$ cat config.mk
export PLATFORM = sky130hd
export DESIGN_NAME = step_button_conditioner
export DESIGN_NICKNAME = d
export VERILOG_FILES = /design/src/rtl/step_button_conditioner.sv
export SDC_FILE = /design/constraint.sdc
export NUM_CORES = 1
export LEC_CHECK = 0
export CAP_MARGIN = 0
export CORE_ASPECT_RATIO = 1.2
export CORE_UTILIZATION = 40
export CTS_CLUSTER_SIZE = 24
export DETAILED_ROUTE_END_ITERATION = 6
export SLEW_MARGIN = 10
export SYNTH_ARGS = -nofsm -noshare
export SYNTH_HDL_FRONTEND = slang
export SYNTH_SLANG_ARGS = --single-unit
$ cat constraint.sdc
create_clock -name clk -period 2.3 [get_ports clk]
set_input_delay 0.345 -clock clk [delete_from_list [all_inputs] [get_ports clk]]
set_output_delay 0.345 -clock clk [all_outputs]
set_load 0.1 [all_outputs]
$ cat src/rtl/step_button_conditioner.sv
// Pushbutton conditioner: synchroniser, debounce FSM, single-cycle step pulse and press counter.
// Define STEP_AUTOREPEAT_EN to add auto-repeat pulses while the button stays held.
module step_button_conditioner #(
  parameter int unsigned SYNC_STAGES     = 2,
  parameter int unsigned DEBOUNCE_CYCLES = 20000,
  parameter int unsigned REPEAT_DELAY    = 500000,
  parameter int unsigned REPEAT_PERIOD   = 200000
) (
  input  logic       clk,
  input  logic       rst,
  input  logic       btn_raw,
  output logic       step_pulse,
  output logic       btn_level,
  output logic [7:0] press_count
);

  localparam int unsigned DbW = (DEBOUNCE_CYCLES > 1) ? $clog2(DEBOUNCE_CYCLES) : 1;
  localparam logic [DbW-1:0] DbLast = DbW'(DEBOUNCE_CYCLES - 1);

  typedef enum logic [1:0] {
    StIdle,
    StPressWait,
    StHeld,
    StReleaseWait
  } state_e;

  state_e                 state_q, state_d;
  logic [SYNC_STAGES-1:0] sync_q, sync_d;
  logic [DbW-1:0]         db_cnt_q, db_cnt_d;
  logic                   step_pulse_q, step_pulse_d;
  logic                   btn_level_q, btn_level_d;
  logic [7:0]             press_count_q, press_count_d;
  logic                   s;
  logic                   rpt_fire;

  assign sync_d = {sync_q[SYNC_STAGES-2:0], btn_raw};
  assign s      = sync_q[SYNC_STAGES-1];

`ifdef STEP_AUTOREPEAT_EN
  localparam int unsigned RptMax = (REPEAT_DELAY > REPEAT_PERIOD) ? REPEAT_DELAY : REPEAT_PERIOD;
  localparam int unsigned RptW   = (RptMax > 1) ? $clog2(RptMax) : 1;
  localparam logic [RptW-1:0] RptDelayLast  = RptW'(REPEAT_DELAY - 1);
  localparam logic [RptW-1:0] RptPeriodLast = RptW'(REPEAT_PERIOD - 1);

  logic [RptW-1:0] rpt_cnt_q, rpt_cnt_d;
  logic            rpt_first_q, rpt_first_d;

  // Counter is 0 in the first HELD cycle; the first interval uses the delay, later ones the period.
  always_comb begin
    rpt_cnt_d   = rpt_cnt_q;
    rpt_first_d = rpt_first_q;
    rpt_fire    = 1'b0;
    if (state_q == StHeld) begin
      if (rpt_cnt_q == (rpt_first_q ? RptDelayLast : RptPeriodLast)) begin
        rpt_fire    = 1'b1;
        rpt_cnt_d   = '0;
        rpt_first_d = 1'b0;
      end else begin
        rpt_cnt_d = rpt_cnt_q + RptW'(1);
      end
    end else begin
      rpt_cnt_d   = '0;
      rpt_first_d = 1'b1;
    end
  end

  always_ff @(posedge clk) begin
    if (rst) begin
      rpt_cnt_q   <= '0;
      rpt_first_q <= 1'b1;
    end else begin
      rpt_cnt_q   <= rpt_cnt_d;
      rpt_first_q <= rpt_first_d;
    end
  end
`else
  assign rpt_fire = 1'b0;
`endif

  always_comb begin
    state_d      = state_q;
    db_cnt_d     = db_cnt_q;
    step_pulse_d = 1'b0;
    unique case (state_q)
      StIdle: begin
        if (s) begin
          state_d  = StPressWait;
          db_cnt_d = '0;
        end
      end
      StPressWait: begin
        if (!s) begin
          state_d = StIdle;
        end else if (db_cnt_q == DbLast) begin
          state_d      = StHeld;
          step_pulse_d = 1'b1;
        end else begin
          db_cnt_d = db_cnt_q + DbW'(1);
        end
      end
      StHeld: begin
        // A release seen in the same cycle as repeat expiry suppresses the repeat pulse.
        if (!s) begin
          state_d  = StReleaseWait;
          db_cnt_d = '0;
        end else if (rpt_fire) begin
          step_pulse_d = 1'b1;
        end
      end
      StReleaseWait: begin
        if (s) begin
          state_d = StHeld;
        end else if (db_cnt_q == DbLast) begin
          state_d = StIdle;
        end else begin
          db_cnt_d = db_cnt_q + DbW'(1);
        end
      end
      default: state_d = StIdle;
    endcase
    btn_level_d   = (state_d == StHeld) || (state_d == StReleaseWait);
    press_count_d = press_count_q + {7'd0, step_pulse_d};
  end

  always_ff @(posedge clk) begin
    if (rst) begin
      sync_q        <= '0;
      state_q       <= StIdle;
      db_cnt_q      <= '0;
      step_pulse_q  <= 1'b0;
      btn_level_q   <= 1'b0;
      press_count_q <= '0;
    end else begin
      sync_q        <= sync_d;
      state_q       <= state_d;
      db_cnt_q      <= db_cnt_d;
      step_pulse_q  <= step_pulse_d;
      btn_level_q   <= btn_level_d;
      press_count_q <= press_count_d;
    end
  end

  assign step_pulse  = step_pulse_q;
  assign btn_level   = btn_level_q;
  assign press_count = press_count_q;

endmodule

# Word level (Yosys, flattened, before mapping)
# Index checks and enable logic that the tools add are counted.
dict set report word_totals {
  ff_bits 29
  in_bits 3
  out_inout_bits 10
  wordCells 37
}
dict set report op_classes {
  addsub 2
  n_eq_ne 10
  muxes 16
  reduce_logical 3
}
# op count
set op_table {}
lappend op_table {{$mux 15} 5}
lappend op_table {{$pmux 15 s4} 1}
lappend op_table {{$add 15x1->15 const B} 1}
lappend op_table {{$eq 15x15->1 const B} 1}
lappend op_table {{$mux 2} 6}
lappend op_table {{$add 8x1->8} 1}
lappend op_table {{$eq 2x2->1 const B} 4}
lappend op_table {{$ne 2x2->1 const B} 4}
lappend op_table {{$pmux 2 s4} 1}
lappend op_table {{$reduce_and 4->1} 1}
lappend op_table {{$mux 1} 3}
lappend op_table {{$eq 2x1->1 const B} 1}
lappend op_table {{$logic_not 2->1} 1}
lappend op_table {{$logic_or 1x1->1} 1}

# Depth between registers and ports, before layout
# Gate-level depths: netlist of run 1.
dict set report depth {
  word_depth 6
  depth_mapped 9
  depth_no_buf 9
}

# Worst setup path after synthesis of run 1
# Ideal clock, no wire load.
dict set report synth_timing {
  path_kind {flip-flop to flip-flop}
  startpoint {reg btn_level (netlist name)}
  endpoint {reg db_cnt_q[11]}
  setup_time_ns 0.072
  t_arrival_ns 2.114
  required_time_ns 2.228
  slack_ns 0.114
  path_stages_with_launch 6
  path_buffers 1
  synth_period_minus_slack_ns 2.186
  path_cell_list {dfxtp_1 xor2_2 nand4_1 buf_2 nor4b_1 mux2i_1}
}
# element line
set synth_lines {}
lappend synth_lines {{to (signal assigned)} 136} ;# db_cnt_q <= db_cnt_d;
lappend synth_lines {{to (decl)} 29} ;# logic [DbW-1:0] db_cnt_q, db_cnt_d;

# Worst setup path after layout of run 1
dict set report layout_timing {
  startpoint {reg db_cnt_q[0]}
  endpoint {reg press_count_q[7] (netlist: press_count[7])}
}
dict set report layout_via {
  elab_chain_cells 5
}
# element line
set layout_lines {}
lappend layout_lines {{$eq 15x15->1} 94} ;# end else if (db_cnt_q == DbLast) begin
lappend layout_lines {{$mux 1} 94}
lappend layout_lines {{$mux 1} 92} ;# if (!s) begin
lappend layout_lines {{$mux 1} -}
lappend layout_lines {{named net step_pulse_d} 30} ;# logic step_pulse_q, step_pulse_d;
lappend layout_lines {{$add 8x1->8} 122} ;# press_count_d = press_count_q + {7'd0, step_pulse_d};
lappend layout_lines {{to (signal assigned)} 139} ;# press_count_q <= press_count_d;
lappend layout_lines {{to (decl)} 32} ;# logic [7:0] press_count_q, press_count_d;
# The timed path passes the listed nets, and every way through them passes these cells.
# A chain may end at the register's enable or synchronous reset.

==> results.txt, run 1 <==
The number of top-level design ports is 13. The most critical setup path has its startpoint at db_cnt_q[0]. Synthesis produced a netlist with a net count of 149.

The fraction of the yosys area taken by sequential cells came out at 0.428. Setup repair after global routing left no endpoint under its margin. The area growth from synthesis to layout is 13.0%. The number of synthesized flops with an enable pin is 0. A synthesized cell averages slightly above 9 µm².

The total power is 0.707 mW. For this configuration, the core starts out at a cell density of 0.425. The number of register bits inferred by synthesis is 28. The post-detailed-route count of antenna-violating nets is 0. The clock skew after layout came out at 12.6 ps. At the pin with the least slew margin, the transition time is 565 ps. The detailed router's first-iteration violation count is 36.

The count of maximum capacitance violations is 0. The worst endpoint data arrival time is approximately 2300 ps. The fraction of the mapped netlist area in compound gates came out at 0.130.

The clock latency reported for the late side of the worst-skew pair is 330 ps. The number of antenna violations at the first check in global routing came out at 0. The residual overflow from global routing is 0. In the synthesized netlist the async set-or-reset flop fraction comes to 0. The final wirelength came out at 2550 µm. The ratio of routed vias to standard cells came out at 5.60. The clock tree from TritonCTS is done. Of all cell types, the one taking the most synthesized area is dfxtp_1. The power density of the placed cells is 478 nW/µm². The total iterations of the first detailed-routing run came out at 4.

The global-route total usage across every layer came out at 0.175. The cell family contributing the most delay on the critical path is simple AND/OR/NAND/NOR gates. The fraction of layout instances using a drive strength above 1 came out at 0.173.

In this run the critical register-to-register path is launched from db_cnt_q[0]. The number of instances in the synthesized netlist is 143. The category of the worst setup path capture point is a register. The share of the clock period used by the worst path is 0.909. The first global-routing pass estimated 4480 µm of wire. Buffers inserted during clock tree synthesis total 3. Sorting the synthesized cells by area gives the leading types as dfxtp_1, a21oi_1, xor2_1, or4_1, nand2_1. In the final routing, the length of wire on met1 measures between 1000 and 1500 µm. After legalization and detailed placement, the total HPWL measured between 1500 and 2000 µm. The number of gates on the worst path with buffers counted is 9. The largest individual stage delay along the critical path comes from the cell dfxtp_1. The signal on the critical path passes through ha_1, and4_1, nand4_1, nor3b_2, ha_1, and3_1, nand3_1, xor2_1, nor2_1. The largest vdd supply drop came out at 0.000295 V.

The min-delay analysis places its worst path in the category register to register. The worst hold path depth is 1. The max-slew violation count came out at 0.

The site row count came out at 22. The die area came out at ~3500 µm². The leakage power is 0.520 nW.

Counting stages on the worst path, the most repeated cell is ha_1. CTS built an H-tree with a depth of 1. Counting both buffers and inverters, the worst setup path holds a total of 0. The run finished with clean final reports. The die boundary width is 54.2 µm.

The normalized max-slew margin is 0.620. The cell area that synthesis handed to floorplanning was 1310 µm². The xor and xnor area share after synthesis is 0.0727. The via count of the first global-routing pass came out at 1002.

The clock transition at the register clock pins on the worst setup and hold paths after CTS is 140 ps. The total negative setup slack came out at 0 ps. The worst setup path is of the register to register kind. The largest net degree at the start of global routing came out at 18.

The met3 routed wirelength came out at 65 µm. By count the netlist is led by dfxtp_1, a21oi_1, nand2_1. The tree is rooted in a clkbuf_4.

The sort of element at the start of the critical path is a register. The distinct cell type count after synthesis came out at 38. The number of endpoints failing setup at the final stage came out at 0. After detailed routing, no signal wire sits above met4. The share of synthesized cell area in full adder, half adder and majority cells is 0.0287. The count of final hold-check violations came out at 0. The number of warnings issued by yosys came out at 0.

The logic depth of the worst register-to-register path came out at 9. The count of nets after finishing came out at ~160. Counting along the longest clock path gives a buffer depth of 2. The maximum operating frequency is between 0.4 and 0.5 GHz.

The total number of clock tree sinks is 28. Of the total synthesized cell area, the portion taken by AND, OR, NAND and NOR gates is 0.280. The worst-path maximum fanout came out at 4. The number of remaining DRC errors is 0. The congestion estimate from routability-driven global placement came to around 0.77. The vertical die dimension came out at 64.7 µm. The count of buffers added on input and output ports is 12.

The startpoint of the tightest hold check path is sync_q[0]. The share of synthesized area spent on multiplexers is 0.0153. The detailed-route via count came out at 1076. Buffers inserted to repair hold after CTS numbered 0.

The sum of met2 wire segment lengths after detailed routing is 1240 µm. After synthesis, the largest family of logic cells by area is simple AND/OR/NAND/NOR gates. The routed wire length per instance is between 10 and 15 µm. The required time of the critical path is roughly 2500 ps. The final critical path time including I/O delays and setup came out at 2090 ps. The core area is around 3000 µm².

The top-area cell type share of the netlist area came out at 0.428. The most common cell in the netlist is dfxtp_1. The worst hold margin came out at 458 ps. The critical path's largest stage delay came out at about 400 ps.

The number of diodes added for antenna fixing is 0. The most instantiated flip-flop cell in the synthesis netlist is dfxtp_1.
-- layout make-up --
class,instances,area (µm²)
Timing Repair Buffer,16,125
Multi-Input combinational cell,104,707
Inverter,5,18.8
Tap cell,36,45.0
Sequential cell,28,561
Fill cell,310,1600
Clock buffer,3,22.5
-- layout by cell type (no fill, tap or decap), types with 3 or more instances in the layout --
master,netlist,layout
dfxtp_1,28,28
buf_4,2,14
a21oi_1,12,12
nand2_1,11,11
nor2_1,9,9
nand4_1,6,6
xor2_1,6,6
or4_1,6,6
inv_1,5,5
nand3_1,5,5
o31ai_1,5,5
and4_1,4,4
nor2b_1,4,4
o21ai_0,4,4
xnor2_1,3,3
ha_1,3,3
clkbuf_4,0,3
-- logic make-up (layout without fill, tap and decap cells) --
kind of cell             count (synthesis)  in the layout
buffers and inverters                   11             24
multiplexers                             2              2
adder cells (fa/ha/maj)                  3              3
flip-flops                              28             28
AND/OR/NAND/NOR                         62             62
XOR/XNOR                                10             10
AO/OA/AOI/OAI                           27             27
-- layer usage --
| metal | vias up | global-route usage |
|---|---|---|
| met5 | - | 0 |
| met4 | 0 | 0.0769 |
| met3 | 5 | 0.0305 |
| met2 | 11 | 0.280 |
| met1 | 506 | 0.223 |
| li1 | 554 | - |
-- power by group --
| part | leakage, nW | switching (mW) | internal (mW) | total, mW |
|---|---|---|---|---|
| combinational | 0.280 | 0.0148 | 0.00881 | 0.0236 |
| sequential | 0.226 | 0.00172 | 0.487 | 0.489 |
| clock | 0.0138 | 0.133 | 0.0615 | 0.195 |
-- repair_timing --
action,in CTS,in global routing
setup buffers,0,0
resized for setup,0,3
setup endpoints to repair,0,4
-- path summary, 6_finish.rpt --
check / endpoint / slack, ps
hold / removal: sync_q[1] / 460
hold reg to reg: sync_q[1] / 460
setup / recovery: press_count[7] / 210
setup reg to reg: press_count[7] / 210
-- flip-flops by register name (all words and copies together), names as in the netlist --
name / count
db_cnt_q: 15
btn_level: 1
press_count: 8
sync_q: 2
state_q: 1
step_pulse: 1
-- through the flow --
step,instances,setup WS (ps),util,instance area (µm²)
floorplan,143,114,-,1310
global placement,189,198,0.467,1440
detailed placement,189,91.7,0.467,1440
CTS,192,50.7,0.474,1460
global route,192,8.36,0.480,1480
finish,192,209,0.480,1480
(Power assumes the default switching activity.)
==> run 2: changes to the inputs <==
Settings changed: ABC_AREA from default to 1.
==> run 2 against run 1 <==
  * Via count up 13%
  * Synthesized cell count up 50%
  * Critical path depth increased by 5
  * Non-clock buffer count shrank 1
  * First-iteration DRC count increased by 25%
  * Die area up 7.1%
  * Design area grew 9.8%
  * Register-to-register slack improved by 80 ps
  * Flip-flop and latch count unchanged
  * Hold slack got worse by 51 ps
  * Critical path type unchanged
  * Largest cell class unchanged
  * Highest routed layer unchanged
==> results.txt, run 2 <==
The max-slew violation count came out at 0. From left edge to right edge, the die measures ~56 µm. Setup repair after global routing left no endpoint under its margin.

Relative to the synthesized area, the layout overhead comes to 15.6%. The placed wire-length estimate after detailed placement is a little under 2000 µm. The ratio of routed vias to standard cells came out at between 4 and 5. The register bank with the most flops is db_cnt_q. The met3 layer usage reported by global route came out at 0.0194.

The worst hold path depth is 2. The mean instance size in the synthesized netlist came out at approximately 6.5 µm². The via count of the first global-routing pass came to 1121. After detailed routing, the number of remaining DRC violations is 0. The number of gates on the worst path with buffers counted came out at 14. The count of buffers inserted at the top-level ports came out at 12. The power density of the placed cells is 561 nW/µm². The number of buffers and inverters on the critical path is 2. The startpoint of the tightest hold check path is sync_q[0]. In this run the number of H-tree levels came out at 1. The floorplan step defined a die boundary enclosing 3750 µm². The number of clock buffers inserted by TritonCTS is 3. The flip-flop count of the largest register after layout came out at 15. The weighted congestion reported at the end of routability-driven placement came out at ~0.74.

The total number of clock tree sinks is 28. Final hold analysis gives a worst-case slack of slightly above 400 ps. The clock passes through at most 2 buffers.

On the critical path the largest part of the delay comes from simple AND/OR/NAND/NOR gates. The launch point of the worst reg-to-reg path is db_cnt_q[1]. At the worst endpoint, the required time is between 2000 and 3000 ps.

For the worst-skew pair, the clock arrives at the later sink with an insertion delay of approximately 280 ps. The post-detailed-route count of antenna-violating nets is 0. The first-pass GRT wire length is 4710 µm.

STA classifies the critical path endpoint as a register. The normalized max-slew margin is 0.679. The share of synthesized cell area in full adder, half adder and majority cells is 0.0267. The routed wire length per instance is 10.0 µm. The number of gates given a new drive strength after cts came out at 0.

The detailed router's first-iteration violation count is 45. For this run, the leading register cell type out of synthesis is dfxtp_1. The xor and xnor area share after synthesis is 0.0303. The fraction of the mapped netlist area in compound gates was 0.0508.

The largest vdd supply drop came out at 0.000311 V. The worst path in the final design needs a cycle of about 2000 ps, including I/O delays and setup. The final-layout fill cell count came out at roughly 360. The clock skew after layout came out at 3.69 ps. The site row count came out at 23.

Sorting the synthesized cells by how often they occur yields nor2_1, nand2_1, dfxtp_1. The leakage power came out at a little over 0.7 nW. In the global route stage, overall resource usage came out at 0.162. The core area is roughly 3300 µm². Counting flops with a built-in enable in the synthesized netlist gives 0. The fraction of layout instances using a drive strength above 1 came out at 0.122. The total iterations of the first detailed-routing run came out at 4.

In the global route stage, met1 resource usage came out at 0.185. The critical path's largest stage delay is 370 ps. Leaving out fill and tap cells, the most frequent cells in the layout are nand2_1, nor2_1, inv_1, dfxtp_1.

met2 is the most crowded layer. The highest-delay cell along the critical path is dfxtp_1. The number of antenna violations at the first check in global routing is 0. The worst hold path belongs to the class register to register. In this run the worst path has a maximum fanout of 5. Data arrives at the worst endpoint at 2230 ps.

The met2 track demand over resource came out at 0.283. The cell taking the most area after synthesis is dfxtp_1. The final wirelength came out at 2670 µm. The number of endpoints failing setup at the final stage is 0. The worst setup path is of the register to register kind.

The total negative setup slack came out at 0 ps. The fraction of the yosys area taken by sequential cells came out at 0.399. The number of warnings issued by yosys is 0.

The initial core utilization is 0.421. The largest net degree at the start of global routing is 17. The vertical die dimension came out at 66.9 µm. The distinct cell type count after synthesis came out at 21.

The count of nets after finishing is 237. The count of final hold-check violations is 0. The async set-reset flop share out of synthesis is 0.

Sorting the synthesized cells by area gives the leading types as dfxtp_1, nor2_1, nand2_1, inv_1, nand3_1. The clock root buffer is clkbuf_8. The synthesized netlist net count is 221.

The number of hold buffers added after cts is 0. The synthesized design contains 28 register bits. The simple-gate share of the synthesized area came out at 0.397. The number of instances in the synthesized netlist is around 220. The share of synthesized area spent on multiplexers is 0. The detailed-route via count came out at 1221. In the finished design, the share of the clock period the worst path needs comes to 0.874. The minimum setup slack among reg-to-reg paths is ~290 ps.

For this run, the top clock speed supported by timing is 0.498 GHz. The clock transition at the register clock pins on the worst setup and hold paths after CTS is 100 ps. The worst register-to-register path ends at press_count[7].

The most common cell in the synthesized netlist is nor2_1. The count of maximum capacitance violations came out at 0. The residual overflow from global routing came out at 0. Buffers added to address setup during post-CTS repair amount to 0. The logic depth of the worst register-to-register path came out at 14. TritonCTS built the clock tree.

The flow ran to the end, and the final reports show no timing, DRC or antenna violations. The cell area that synthesis handed to floorplanning was about 1400 µm². The sort of element at the start of the critical path is a register.

0 antenna diodes ended up in the layout. After synthesis, the largest family of logic cells by area is simple AND/OR/NAND/NOR gates. The top-area cell type share of the netlist area came out at 0.399. The number of top-level design ports came out at 13. The worst min-delay path endpoint is sync_q[1]. The library cell used most frequently in the layout, excluding fill and tap cells, is nand2_1. The signal on the critical path passes through ha_1, nand3_2, nor2_2, nand3_1, nor2_2, ha_1, nand2_1, inv_1, nand2_1, nor2_2, nand2_1, inv_1, o21ai_0, a21oi_1. The transition time of the tightest slew-check pin came out at between 400 and 500 ps.
[run 2: layout make-up]
class	count	area (µm²)	area share
clock buffers	3	41.3	0.0254
clock inverters	1	30.0	0.0185
inverters	28	105	0.0647
multi-input cells	155	722	0.445
flip-flops and latches	28	562	0.346
well taps	37	46.3	0.0285
repair buffers	15	118	0.0724
[run 2: kinds of logic (layout without fill, tap and decap cells)]
logic type,Yosys count,after routing
AO/OA/AOI/OAI,13,13
flip-flops,28,28
buffers and inverters,32,47
XOR/XNOR,4,4
adder cells (fa/ha/maj),3,3
AND/OR/NAND/NOR,135,135
[run 2: worst reg2reg max path: stages, from the launching register on]
cell and delay, ps:
dfxtp_1 370, ha_1 220, nand3_2 130, nor2_2 140, nand3_1 140, nor2_2 140
ha_1 150, nand2_1 40, inv_1 60, nand2_1 110, nor2_2 140, nand2_1 50
inv_1 80, o21ai_0 70, a21oi_1 110
[run 2: worst max-delay path by stage]
stage | to | slack [ps] | startpoint
finish | press_count[7] | 290 | db_cnt_q[1]
global route | press_count[7] | 20 | db_cnt_q[9]
CTS | press_count[7] | 160 | db_cnt_q[0]
detailed placement | press_count[7] | 170 | db_cnt_q[0]
global placement | press_count[7] | 260 | db_cnt_q[0]
floorplan | press_count[7] | 130 | btn_level
[run 2: metrics by stage]
stage	area, µm²	util	cells	setup WS [ps]	total power, mW
3_3_place_gp	1540	0.461	263	255	0.534
2_1_floorplan	1410	-	215	131	0.523
4_1_cts	1610	0.482	267	160	0.929
3_5_place_dp	1540	0.461	263	175	0.534
5_1_grt	1620	0.487	267	19.6	0.949
6_report	1620	0.487	267	290	0.911
[run 2: metal layers]
metal  vias to the layer above  wire [µm]
li1                        687          -
met1                       510       1250
met2                        17       1280
met3                         7         59
met4                         0         84
met5                         -          0
[run 2: power breakdown]
group | switching, mW | internal (mW)
sequential | 0.00272 | 0.488
clock | 0.156 | 0.233
combinational | 0.0203 | 0.0108
total | 0.179 | 0.732
==> run 3: changes to the inputs <==
--- a/config.mk
+++ b/config.mk
@@ -7,5 +7,4 @@
 export LEC_CHECK = 0
 export ABC_AREA = 1
-export CAP_MARGIN = 0
 export CORE_ASPECT_RATIO = 1.2
 export CORE_UTILIZATION = 40
==> constraint.sdc (replaced) <==
create_clock -name clk -period 2.3 [get_ports clk]
set_input_delay 0.345 -clock clk [delete_from_list [all_inputs] [get_ports clk]]
set_output_delay 0.345 -clock clk [all_outputs]
set_load 0.005 [all_outputs]
==> run 3 against run 2 <==
  * Critical path depth is the same
  * Setup slack gained 11 ps
  * Via count grew 2.6%
  * Sequential power is essentially flat
  * Critical path type unchanged
  * Sequential share of layout area shrank 0.68 points
  * Flip-flop and latch count is the same
==> results.txt, run 3 (same netlist as run 2, synthesis figures left out) <==
The max-slew violation count was 0. At the later pin of the worst-skew pair, clock insertion delay measures 280 ps. The maximum operating frequency is 0.500 GHz. The first detailed-routing pass took 4 iterations. CTS placed an instance of clkbuf_8 at the clock tree root. The leakage power is 0.695 nW. Leaving out filler cells and counting taps, the final layout contains 268. In the finished design, the share of the clock period the worst path needs comes to 0.869. The total negative setup slack is 0 ps.

The via count of the first global-routing pass is approximately 1.2k. For this design the top-level I/O count stands at 13. The number of diodes added for antenna fixing came out at 0.

The number of remaining DRC errors came out at 0. The number of buffers and inverters on the critical path came out at 2. The area after detailed placement is 1560 µm².

The core area is 3340 µm². The tool flagged a number of max-cap violations equal to 0. The flip-flop count of the largest register after layout came out at 15. After detailed routing, the average wire length per cell comes to 10.2 µm. In this design, the largest share of critical-path delay is due to simple AND/OR/NAND/NOR gates. The clock skew after layout is 5.33 ps. The initial core utilization came out at 0.421. The placed wire-length estimate after detailed placement is ~2000 µm. The first-pass GRT wire length is a little under 5000 µm. The detailed-route via count came out at 1253. Power spread over the standard cell area amounts to 550 nW/µm². The post-detailed-route count of antenna-violating nets came out at 0. The area added between synthesis and finish is 18.2%. Global routing finished with a remaining overflow of 0. The die covers 3750 µm². The kind of path behind the tightest hold check is register to register. The clock transition at the register clock pins on the worst setup and hold paths after CTS came out at 100 ps.

The vertical die dimension came out at 66.9 µm. The critical path is of the register to register type. Setup repair after global routing left no endpoint under its margin. STA puts the critical path data required time at 2520 ps. The worst endpoint data arrival time is 2220 ps. The sort of element at the start of the critical path is a register.

Counting along the longest clock path gives a buffer depth of 2. The largest net degree at the start of global routing is 17. Headroom to the max-slew limit came out at 0.682. The weighted congestion reported at the end of routability-driven placement came out at a little under 0.8. The critical path's largest stage delay came out at 370 ps. The number of hold buffers added after cts came out at 0. The final instance area came out at around 1700 µm². STA classifies the critical path endpoint as a register.

Buffers inserted during clock tree synthesis total 3. The utilization of the core after routing is 0.497. In this run, the number of DRC markers left after iteration 0 of detailed routing was 43. Walking the worst path, the cells encountered are ha_1, nand3_2, nor2_2, nand3_1, nor2_2, ha_1, nand2_1, inv_1, nand2_1, nor2_2, nand2_1, inv_1, o21ai_0, a21oi_1. The global-route total usage across every layer came out at 0.164. The ratio of routed vias to standard cells came out at 4.68.

Ranked by flip-flop count, first place goes to db_cnt_q. The fraction of layout instances using a drive strength above 1 came out at 0.0909. The initialized floorplan defines 23 standard-cell rows. The total number of clock tree sinks came out at 28. Wires add up to 2740 µm. Input and output buffers added on the ports amount to 12. The library cells used most frequently in the layout, excluding fill and tap cells, are nand2_1, nor2_1, inv_1.

The number of antenna violations at the first check in global routing is 0. The count of nets after finishing is 238. The transition time of the tightest slew-check pin is 477 ps. The worst-path maximum fanout is 5.

OpenSTA, run right after detailed placement, puts the worst setup slack at about 180 ps. The startpoint of the tightest hold check path is sync_q[0]. The total power is 0.914 mW. The largest vdd supply drop came out at 0.000342 V.

After layout, the minimum clock period comes to approximately 2000 ps. The clock tree from TritonCTS is done. The launch point of the worst reg-to-reg path is db_cnt_q[1]. The worst hold margin came out at 407 ps. In this run, placement finished with an instance count of between 200 and 300. The count of final hold-check violations came out at 0. The library cell used most frequently in the layout, excluding fill and tap cells, is nand2_1. The flow ran to the end, and the final reports show no timing, DRC or antenna violations.

The number of endpoints failing setup at the final stage is 0. The die boundary width came out at 56.1 µm. Among all stages on the critical path, the largest delay is contributed by dfxtp_1. The worst setup margin came out at 301 ps.

The launching element of the worst setup path is db_cnt_q[1]. The maximum level of the CTS H-tree is 1.
==> run 3: cell types whose count changed in the layout (fill, tap and decap cells not counted) <==
cell | previous run | this run
buf_4 | 13 | 4
clkdlybuf4s50_1 | 2 | 12
dfxtp_1 | 27 | 26
dfxtp_2 | 1 | 2
nor2_1 | 52 | 51
nor2_2 | 3 | 4
==> run 3: cell type report <==
cell class | instances | area (µm²)
flip-flops and latches | 28 | 563
multi-input cells | 155 | 724
inverters | 28 | 105
repair buffers | 16 | 150
fillers | 353 | 1680
clock inverters | 1 | 30.0
clock buffers | 3 | 41.3
well taps | 37 | 46.3
==> run 3: report_power, final <==
group	switching (mW)	leakage [nW]	internal, mW
clock network	0.158	0.0357	0.233
registers	0.00281	0.227	0.488
logic	0.0201	0.432	0.0106
==> run 3: worst register-to-register path, stage by stage, from the launching register on <==
cell     delay, ps
dfxtp_1        370
ha_1           210
nand3_2        130
nor2_2         120
nand3_1        140
nor2_2         140
ha_1           150
nand2_1         50
inv_1           60
nand2_1        110
nor2_2         150
nand2_1         60
inv_1           80
o21ai_0         80
a21oi_1        110
==> run 3: worst paths after layout <==
path,slack [ps],endpoint,depth (start not counted)
hold / removal,410,sync_q[1],2
setup / recovery,300,press_count[7],14
hold reg to reg,410,sync_q[1],2
setup reg to reg,300,press_count[7],14
==> run 3: timing repair <==
| action | 4_1_cts | 5_1_grt |
|---|---|---|
| gates resized for setup | 0 | 7 |
| buffers inserted | 0 | 1 |
| endpoints found under the setup margin | 0 | 2 |
==> run 3: metal layers <==
metal	global-route usage	share of wire
met1	0.196	0.48
met2	0.295	0.48
met3	0.0233	0.019
met4	0.0701	0.021
met5	0	0
